<file path="src/rtl/mips_cpu_hilo_pkg.sv">
// ---------------------------------------------------------------------------
// mips_cpu_hilo_pkg
//
// Shared types and helpers for the MIPS32 HI/LO multiply-divide controller.
//   hilo_op_t    : opcode presented by the execute stage on `op`
//   hilo_state_t : divide sequencing states of the controller
//   hilo_mul64() : 32x32->64 product, signed or unsigned
// ---------------------------------------------------------------------------
package mips_cpu_hilo_pkg;

  localparam int unsigned XLEN = 32;

  typedef enum logic [2:0] {
    NOP   = 3'd0,
    MULT  = 3'd1,
    MULTU = 3'd2,
    DIV   = 3'd3,
    DIVU  = 3'd4,
    MTHI  = 3'd5,
    MTLO  = 3'd6
  } hilo_op_t;

  typedef enum logic [1:0] {
    IDLE  = 2'd0,
    ISSUE = 2'd1,
    WAIT  = 2'd2
  } hilo_state_t;

  // Both operands are widened to 64 bits (sign- or zero-extended) before the
  // multiply; the low 64 bits of that product are the correct two's-complement
  // result in either mode, so one multiplier serves MULT and MULTU.
  function automatic logic [2*XLEN-1:0] hilo_mul64(
    input logic [XLEN-1:0] a,
    input logic [XLEN-1:0] b,
    input logic            is_signed
  );
    logic [2*XLEN-1:0] ext_a;
    logic [2*XLEN-1:0] ext_b;
    ext_a = {{XLEN{is_signed & a[XLEN-1]}}, a};
    ext_b = {{XLEN{is_signed & b[XLEN-1]}}, b};
    return ext_a * ext_b;
  endfunction

endpackage : mips_cpu_hilo_pkg

</file>
<file path="src/rtl/mips_cpu_hilo_signfix.sv">
// ---------------------------------------------------------------------------
// mips_cpu_hilo_signfix
//
// Purely combinational conditional negation of a pair of 32-bit values.
// Used twice by the controller:
//   - before the divider: absolute value (negate when the sign bit is set
//     and the op is signed)
//   - after the divider : restore the sign of quotient / remainder
//
// Ports
//   val_a_i, val_b_i : input values
//   neg_a_i, neg_b_i : negate the matching value when 1
//   res_a_o, res_b_o : results (two's-complement wrap, 0x80000000 stays put)
// ---------------------------------------------------------------------------
module mips_cpu_hilo_signfix
  import mips_cpu_hilo_pkg::*;
(
  input  logic [XLEN-1:0] val_a_i,
  input  logic [XLEN-1:0] val_b_i,
  input  logic            neg_a_i,
  input  logic            neg_b_i,
  output logic [XLEN-1:0] res_a_o,
  output logic [XLEN-1:0] res_b_o
);

  assign res_a_o = neg_a_i ? (~val_a_i + XLEN'(1)) : val_a_i;
  assign res_b_o = neg_b_i ? (~val_b_i + XLEN'(1)) : val_b_i;

endmodule : mips_cpu_hilo_signfix

</file>
<file path="src/rtl/mips_cpu_hilo_ctrl.sv">
// ---------------------------------------------------------------------------
// mips_cpu_hilo_ctrl
//
// HI/LO multiply-divide controller for the MIPS32 core. Owns the HI and LO
// registers, performs MULT/MULTU in one cycle, handles MTHI/MTLO, and
// sequences an external iterative unsigned divider for DIV/DIVU, converting
// signed operands to magnitudes on the way in and restoring signs on the way
// out.
//
// Ports
//   clk, reset           : clock, asynchronous active-low reset
//   op_valid, op         : op request (hilo_op_t), taken only when busy=0
//   op_a, op_b           : rs / rt operands
//   busy                 : divide in flight (registered, state != IDLE)
//   hi, lo               : architectural HI / LO
//   dbz                  : sticky divide-by-zero flag
//   div_start            : one-cycle start pulse to the divider
//   div_dividend/divisor : unsigned magnitudes, stable until write-back
//   div_done             : divider done (only looked at in WAIT)
//   div_quotient/remainder : unsigned divider results
//
// Build option
//   MIPS_CPU_HILO_DBZ_EN : when defined, a divide by zero sets dbz; the flag
//                          clears on the next accepted nonzero-divisor
//                          DIV/DIVU or on reset. Otherwise dbz is always 0.
// ---------------------------------------------------------------------------
module mips_cpu_hilo_ctrl
  import mips_cpu_hilo_pkg::*;
(
  input  logic            clk,
  input  logic            reset,
  input  logic            op_valid,
  input  logic [2:0]      op,
  input  logic [XLEN-1:0] op_a,
  input  logic [XLEN-1:0] op_b,
  output logic            busy,
  output logic [XLEN-1:0] hi,
  output logic [XLEN-1:0] lo,
  output logic            dbz,
  output logic            div_start,
  output logic [XLEN-1:0] div_dividend,
  output logic [XLEN-1:0] div_divisor,
  input  logic            div_done,
  input  logic [XLEN-1:0] div_quotient,
  input  logic [XLEN-1:0] div_remainder
);

  hilo_state_t     state_q,    state_d;
  logic            busy_q,     busy_d;
  logic [XLEN-1:0] hi_q,       hi_d;
  logic [XLEN-1:0] lo_q,       lo_d;
  logic            dbz_q,      dbz_d;
  logic [XLEN-1:0] dividend_q, dividend_d;
  logic [XLEN-1:0] divisor_q,  divisor_d;
  logic            q_neg_q,    q_neg_d;
  logic            r_neg_q,    r_neg_d;

  hilo_op_t        op_e;
  logic            is_div_signed;
  logic [XLEN-1:0] mag_a, mag_b;
  logic [XLEN-1:0] res_q, res_r;
  logic [2*XLEN-1:0] product;

  assign op_e          = hilo_op_t'(op);
  assign is_div_signed = (op_e == DIV);

  // Magnitudes for the divider. For DIVU both negate controls are 0, so the
  // raw operands pass straight through.
  mips_cpu_hilo_signfix u_pre_fix (
    .val_a_i (op_a),
    .val_b_i (op_b),
    .neg_a_i (is_div_signed & op_a[XLEN-1]),
    .neg_b_i (is_div_signed & op_b[XLEN-1]),
    .res_a_o (mag_a),
    .res_b_o (mag_b)
  );

  // Sign restoration of the divider results using the signs latched at accept.
  mips_cpu_hilo_signfix u_post_fix (
    .val_a_i (div_quotient),
    .val_b_i (div_remainder),
    .neg_a_i (q_neg_q),
    .neg_b_i (r_neg_q),
    .res_a_o (res_q),
    .res_b_o (res_r)
  );

  assign product = hilo_mul64(op_a, op_b, op_e == MULT);

  // NOTE: every signal assigned in this block gets a default first, so no
  // path leaves it unassigned and no latch is inferred.
  always_comb begin
    state_d    = state_q;
    hi_d       = hi_q;
    lo_d       = lo_q;
    dbz_d      = dbz_q;
    dividend_d = dividend_q;
    divisor_d  = divisor_q;
    q_neg_d    = q_neg_q;
    r_neg_d    = r_neg_q;

    unique case (state_q)
      IDLE: begin
        if (op_valid) begin
          case (op_e)
            MULT, MULTU: begin
              hi_d = product[2*XLEN-1:XLEN];
              lo_d = product[XLEN-1:0];
            end
            MTHI: hi_d = op_a;
            MTLO: lo_d = op_a;
            DIV, DIVU: begin
              if (op_b != '0) begin
                dividend_d = mag_a;
                divisor_d  = mag_b;
                q_neg_d    = is_div_signed & (op_a[XLEN-1] ^ op_b[XLEN-1]);
                r_neg_d    = is_div_signed & op_a[XLEN-1];
                dbz_d      = 1'b0;
                state_d    = ISSUE;
              end else begin
`ifdef MIPS_CPU_HILO_DBZ_EN
                dbz_d = 1'b1;
`endif
              end
            end
            default: ;
          endcase
        end
      end

      // div_done is deliberately not looked at here: it may still be high
      // from the previous divide.
      ISSUE: state_d = WAIT;

      WAIT: begin
        if (div_done) begin
          lo_d    = res_q;
          hi_d    = res_r;
          state_d = IDLE;
        end
      end

      default: state_d = IDLE;
    endcase

    busy_d = (state_d != IDLE);
  end

  // NOTE: sequential state uses non-blocking assignments so every flop
  // samples the values from before the edge, independent of statement order.
  // All registers here are reset: the divider operands are visible outputs
  // and must read 0 out of reset, unlike a storage array which would not be.
  always_ff @(posedge clk or negedge reset) begin
    if (!reset) begin
      state_q    <= IDLE;
      busy_q     <= 1'b0;
      hi_q       <= '0;
      lo_q       <= '0;
      dbz_q      <= 1'b0;
      dividend_q <= '0;
      divisor_q  <= '0;
      q_neg_q    <= 1'b0;
      r_neg_q    <= 1'b0;
    end else begin
      state_q    <= state_d;
      busy_q     <= busy_d;
      hi_q       <= hi_d;
      lo_q       <= lo_d;
      dbz_q      <= dbz_d;
      dividend_q <= dividend_d;
      divisor_q  <= divisor_d;
      q_neg_q    <= q_neg_d;
      r_neg_q    <= r_neg_d;
    end
  end

  assign busy         = busy_q;
  assign hi           = hi_q;
  assign lo           = lo_q;
  assign dbz          = dbz_q;
  assign div_start    = (state_q == ISSUE);
  assign div_dividend = dividend_q;
  assign div_divisor  = divisor_q;

endmodule : mips_cpu_hilo_ctrl

</file>
<file path="config.mk">
export PLATFORM = sky130hd
export DESIGN_NAME = mips_cpu_hilo_ctrl
export DESIGN_NICKNAME = d
export VERILOG_FILES = /design/src/rtl/mips_cpu_hilo_pkg.sv /design/src/rtl/mips_cpu_hilo_signfix.sv /design/src/rtl/mips_cpu_hilo_ctrl.sv
export SDC_FILE = /design/constraint.sdc
export NUM_CORES = 2
export LEC_CHECK = 0
export CELL_PAD_IN_SITES_DETAIL_PLACEMENT = 1
export CELL_PAD_IN_SITES_GLOBAL_PLACEMENT = 2
export CORE_MARGIN = 5
export CORE_UTILIZATION = 43
export CTS_CLUSTER_SIZE = 25
export DETAILED_ROUTE_END_ITERATION = 16
export GPL_TIMING_DRIVEN = 0
export PLACE_DENSITY = 0.95
export SLEW_MARGIN = 20
export SYNTH_ARGS = -nofsm -noshare
export SYNTH_HDL_FRONTEND = slang
export SYNTH_SLANG_ARGS = --single-unit
export TNS_END_PERCENT = 50
</file>
<file path="constraint.sdc">
create_clock -name clk -period 5.92 [get_ports clk]
set_clock_uncertainty 0.05 [all_clocks]
set_input_delay 0.888 -clock clk [delete_from_list [all_inputs] [get_ports clk]]
set_output_delay 0.888 -clock clk [all_outputs]
set_load 0.05 [all_outputs]
</file>
Word level (Yosys, flattened, before mapping)

Index checks and enable logic that the tools add are counted.

Input bits: 135
Bits in registers: 133
Logic and storage cells: 61
Output and inout bits: 131

$add $sub $neg: 4
Multipliers: 1
Mux-type cells: 17
Bitwise logic cells: 10
Reduce and logical (&&, ||, !) cells: 9
Equality and inequality tests: 12

Operators with widths:

| kind                                          | number |
|---|---|
| 2-to-1 mux 32 bit                             | 8 |
| one-hot mux 32 bit (2 select lines)           | 4 |
| adder 32 x 1 -> 32 bit, second input constant | 4 |
| inverter 32 bit                               | 4 |
| multiplier 33 x 33 -> 64 bit                  | 1 |
| nonzero test 32 bit                           | 1 |
| AND reduction 4 bit                           | 3 |
| == test 3 bit, second input constant          | 3 |
| 2-to-1 mux 2 bit                              | 4 |
| == test 3 x 2 -> 1 bit, second input constant | 2 |
| != test 3 x 1 -> 1 bit, second input constant | 2 |
| one-hot mux 2 bit (3 select lines)            | 1 |
| bitwise AND 1 bit                             | 5 |
| != test 2 bit, second input constant          | 2 |
| nonzero test 2 bit                            | 2 |
| OR reduction 2 bit                            | 2 |
| == test 3 x 1 -> 1 bit, second input constant | 1 |
| == test 2 x 1 -> 1 bit, second input constant | 1 |
| == test 2 bit, second input constant          | 1 |
| zero test 2 bit                               | 1 |
| XOR 1 bit                                     | 1 |

Longest topological paths before layout

Depth in word-level cells: 6
Gate-level depth with buffers: 32
Depth with buffers taken out: 29

By module

Synthesis repeated with hierarchy kept, for this count alone.

Cell total of the unflattened synthesis: 5,460
Area total of the unflattened synthesis: 47,469.3 µm²

Modules (own cells, without submodules):

| module                | area an instance (µm²) | times used | sequential area each (µm²) | cells each |
|---|---|---|---|---|
| mips_cpu_hilo_ctrl    | 44,539.0               | 1          | 3,328.2                    | 5,056 |
| mips_cpu_hilo_signfix | 1,465.2                | 2          | 0.0                        | 202 |

Worst setup path after synthesis

OpenSTA, ideal clock, no wires.

Path type: input to register
Start: input port op[0]
End: register hi_q[26], in the netlist hi[26]
Required time: 5.787 ns
Cell stages on the path: 30
Buffers on the path: 3
Library setup time: 0.083 ns
Arrival: 9.111 ns
Setup slack: -3.324 ns
Path through: nor2b_1 nor2b_1 clkbuf_1 and2_1 clkbuf_1 nand2_1 inv_1 fa_1 inv_1 fa_1 inv_1 fa_1 fa_1 inv_1 fa_1 inv_1 fa_1 inv_1 fa_1 fa_1 inv_1 ha_1 clkbuf_1 nand4_1 a211o_1 nor3_1 o211ai_1 a31oi_1 mux2_2 o21ai_0

Word-level cells in the longest chain between the ends: 6
Elaborated cells on any way between the ends: 12
Those cells by class: 1 x mul; 4 x eq/ne; 3 x mux; 2 x bitwise; 2 x reduce/logical

RTL lines:

| item                                        | line                                                | source |
|---|---|---|
| start, declared                             | mips_cpu_hilo_ctrl.sv:33                            | `input logic [2:0] op,` |
| == test 3 x 1 -> 1 bit                      | mips_cpu_hilo_ctrl.sv:88, mips_cpu_hilo_ctrl.sv:105 |  |
| bitwise AND 1 bit, on equally long branches | mips_cpu_hilo_pkg.sv:39, mips_cpu_hilo_pkg.sv:40    |  |
| multiplier 33 x 33 -> 64 bit                | mips_cpu_hilo_pkg.sv:41                             | `return ext_a * ext_b;` |
| one-hot mux 32 bit (2 select lines)         | mips_cpu_hilo_ctrl.sv:105                           | `case (op_e)` |
| 2-to-1 mux 32 bit                           | mips_cpu_hilo_ctrl.sv:104                           | `if (op_valid) begin` |
| one-hot mux 32 bit (2 select lines)         | mips_cpu_hilo_ctrl.sv:102                           | `unique case (state_q)` |
| end signal, assigned                        | mips_cpu_hilo_ctrl.sv:167                           | `hi_q <= hi_d;` |
| end, declared                               | mips_cpu_hilo_ctrl.sv:50                            | `logic [XLEN-1:0] hi_q, hi_d;` |

Several ways; a longest one is shown, not always the timed one. The select of a mux whose other input is x is not followed.
A chain may end at the register's enable or synchronous reset.

Final worst setup path

Start: input port op[1]
End: register hi_q[26], in the netlist hi[26]

Same word-level chain as after synthesis.

==> metrics.yaml <==
min_path_type: "in -> async"
yosysWarnings: 0
violations: "setup timing"
critical_path_class: "in -> reg"
fin_ws_ns: -2.77
rsz0062_at_grt: "true"
synth.distinct_cells: 79
required_ns: 6.26
outcome: "finished, violations left"
drv_slew: 0
yosysSeqAreaShare_pct: 7.10
clk_path_buf_depth: 2
drc: 0
rr_endpoint: "hi[28]"
grt_antenna_before_repair: 28
rows: 121
die-area_um2: 116000
area_growth_pct: 23.1
syn_area_um2: 46800
final.period_utilization_pct: 147
r2r_slack_ns: 2.48
finalCriticalPeriod_ns: 8.69
r2r_cells: 8
coreArea_um2: 109000
synthCells: 5350
r2r_start: "state_q[1]"
dpl.cell_count: 6992
cp_slowest_stage_delay_ns: 0.64
wl_mm: 224
pre_cts_ws_ns: -4.97
critPathTopFamily: "adder cells"
setup_viol: 54
start_util_pct: 43.2
critPathMaxFanout: 4
synthFlopType: "dfrtp_1"
fmaxAchievable_mhz: 115
grt_pass1_vias: 46634
grt_first_pass_wirelength_mm: 317
insertion_delay_ns: 0.45
antenna_left: 0
vias: 42869
dp_hpwl_mm: 172
wl_per_cell_um: 31.0
hold_viol: 0
drive_gt1_share_pct: 16.7
grt_max_degree: 89
drt-initial-drc-count: 4461
relSlewSlack_pct: 33.5
worstSetupStartpoint: "op[1]"
cp_num_buf_inv: 11
arrival_ns: 9.03
die_y_um: 340
postCtsHoldBufs: 0
gp_routability_congestion: 0.974
synth-edff-count: 0
track_usage_pct: 38.0
cts-root-buf: "clkbuf_16"
cp_slowest_cell: "fa_2"
nets: 7279
path_clk_slew_ns: 0.07
cts_tree: "done"
h-tree-depth: 4
drt_first_pass_iters: 7
startpoint_type: "input pin"
final_cells: 7250
vias_per_cell: 5.91
gr-total-overflow: 0
synth-async-reset-ratio_pct: 100
end_kind: "flop"
syn_nets: 6827
cts_buffers: 17
tightestPinTransition_ns: 0.997
ios: 266
drv_cap: 0
port_buffers: 226
cts_sinks: 133
die_x_um: 340
yosys_register_bits: 133
avgSynthCellArea_um2: 8.76
cells in the mapped netlist, types with 12 or more instances:
library cell  number  area share (%)
nand2_1          977             7.8
buf_1             70            0.56
a31oi_1           25            0.33
or2_2             12            0.16
and3_1            26            0.35
nand2b_1          19            0.25
a21o_1            34            0.54
fa_1            1125              48
o41ai_1           16            0.30
inv_1           1157             9.3
a21oi_1          131             1.4
dfrtp_1          133             7.1
or3_1             16            0.21
o21ai_0          187             2.0
ha_1             217             5.8
nand4_1           20            0.27
and2_1           306             4.1
o211ai_1          24            0.38
nor2_1           122            0.98
xor2_1            54             1.0
clkbuf_1         264             2.1
nor3_1            31            0.33
or4_1             12            0.19
o31ai_1           35            0.56
o21ai_1           13            0.14
nand3_1           22            0.24
xnor2_1          124             2.3
metal layers:
metal	vias up	global-route usage [%]	wire, µm
met5	-	0	44
met4	6	27.6	21100
met3	908	8.90	22600
met2	2646	59.1	101000
met1	22476	46.4	79400
li1	16833	-	-
sequential cells by signal (all words and copies together), names as in the netlist:
register      flops
div_dividend     32
div_divisor      32
hi               32
lo               32
state_q           2
busy              1
q_neg_q           1
r_neg_q           1
timing repair:
action	in CTS	in global routing
buffers inserted	170	50
gates cloned	1	1
setup endpoints to repair	59	55
gates resized for setup	750	260
pin swaps	211	139
cells by family after synthesis:
family	Yosys count	synth area share (%)
AO/OA/AOI/OAI	570	7.59
flip-flops	133	7.10
AND/OR/NAND/NOR	1610	15.7
buffers and inverters	1509	12.2
XOR/XNOR	178	3.33
multiplexers	7	0.152
other	1	0.00800
adder cells (fa/ha/maj)	1342	53.9
cell type report:
class	count	area, µm²
Fill cell	12349	50900
Multi-Input combinational cell	3708	39800
Inverter	1159	4390
Timing Repair Buffer	448	4220
Buffer	335	3550
Sequential cell	133	3330
Tap cell	1414	1770
Clock buffer	19	443
Clock inverter	13	136
Antenna cell	21	52.6
per-stage QoR:
step	hold slack, ns	util (%)	setup TNS (ns)	area, µm²
global placement	0.402	48.0	-441.38	52100
global route	0.293	53.1	-107.16	57600
floorplan	0.542	-	-79.56	48100
finish	0.257	53.1	-101.34	57700
CTS	0.277	52.1	-99.13	56600
detailed placement	0.407	48.1	-214.71	52200
worst max path at each step:
stage	to	slack [ns]	depth (start not counted)
after global routing	hi[19]	-2.86	31
after global placement	hi[20]	-4.80	25
after detailed placement	hi[20]	-4.97	25
after CTS	hi[15]	-2.66	30
final	hi[26]	-2.77	31
after floorplan	hi[25]	-2.59	31
cell usage in the layout, fill, tap and decap left out, drive strengths merged, types with 124 or more instances in the layout:
cell type      synthesis  layout
clkdlybuf4s50          0     196
buf                   81     338
inv                 1158    1159
a21oi                131     131
and2                 306     306
clkbuf               269     255
ha                   217     217
nand2                978     978
fa                  1125    1125
dfrtp                133     133
o21ai                211     211
xnor2                124     124
Power is left out: the tool's default activity adds up to more than one toggle a clock period on the data nets, which glitch-free logic cannot reach.
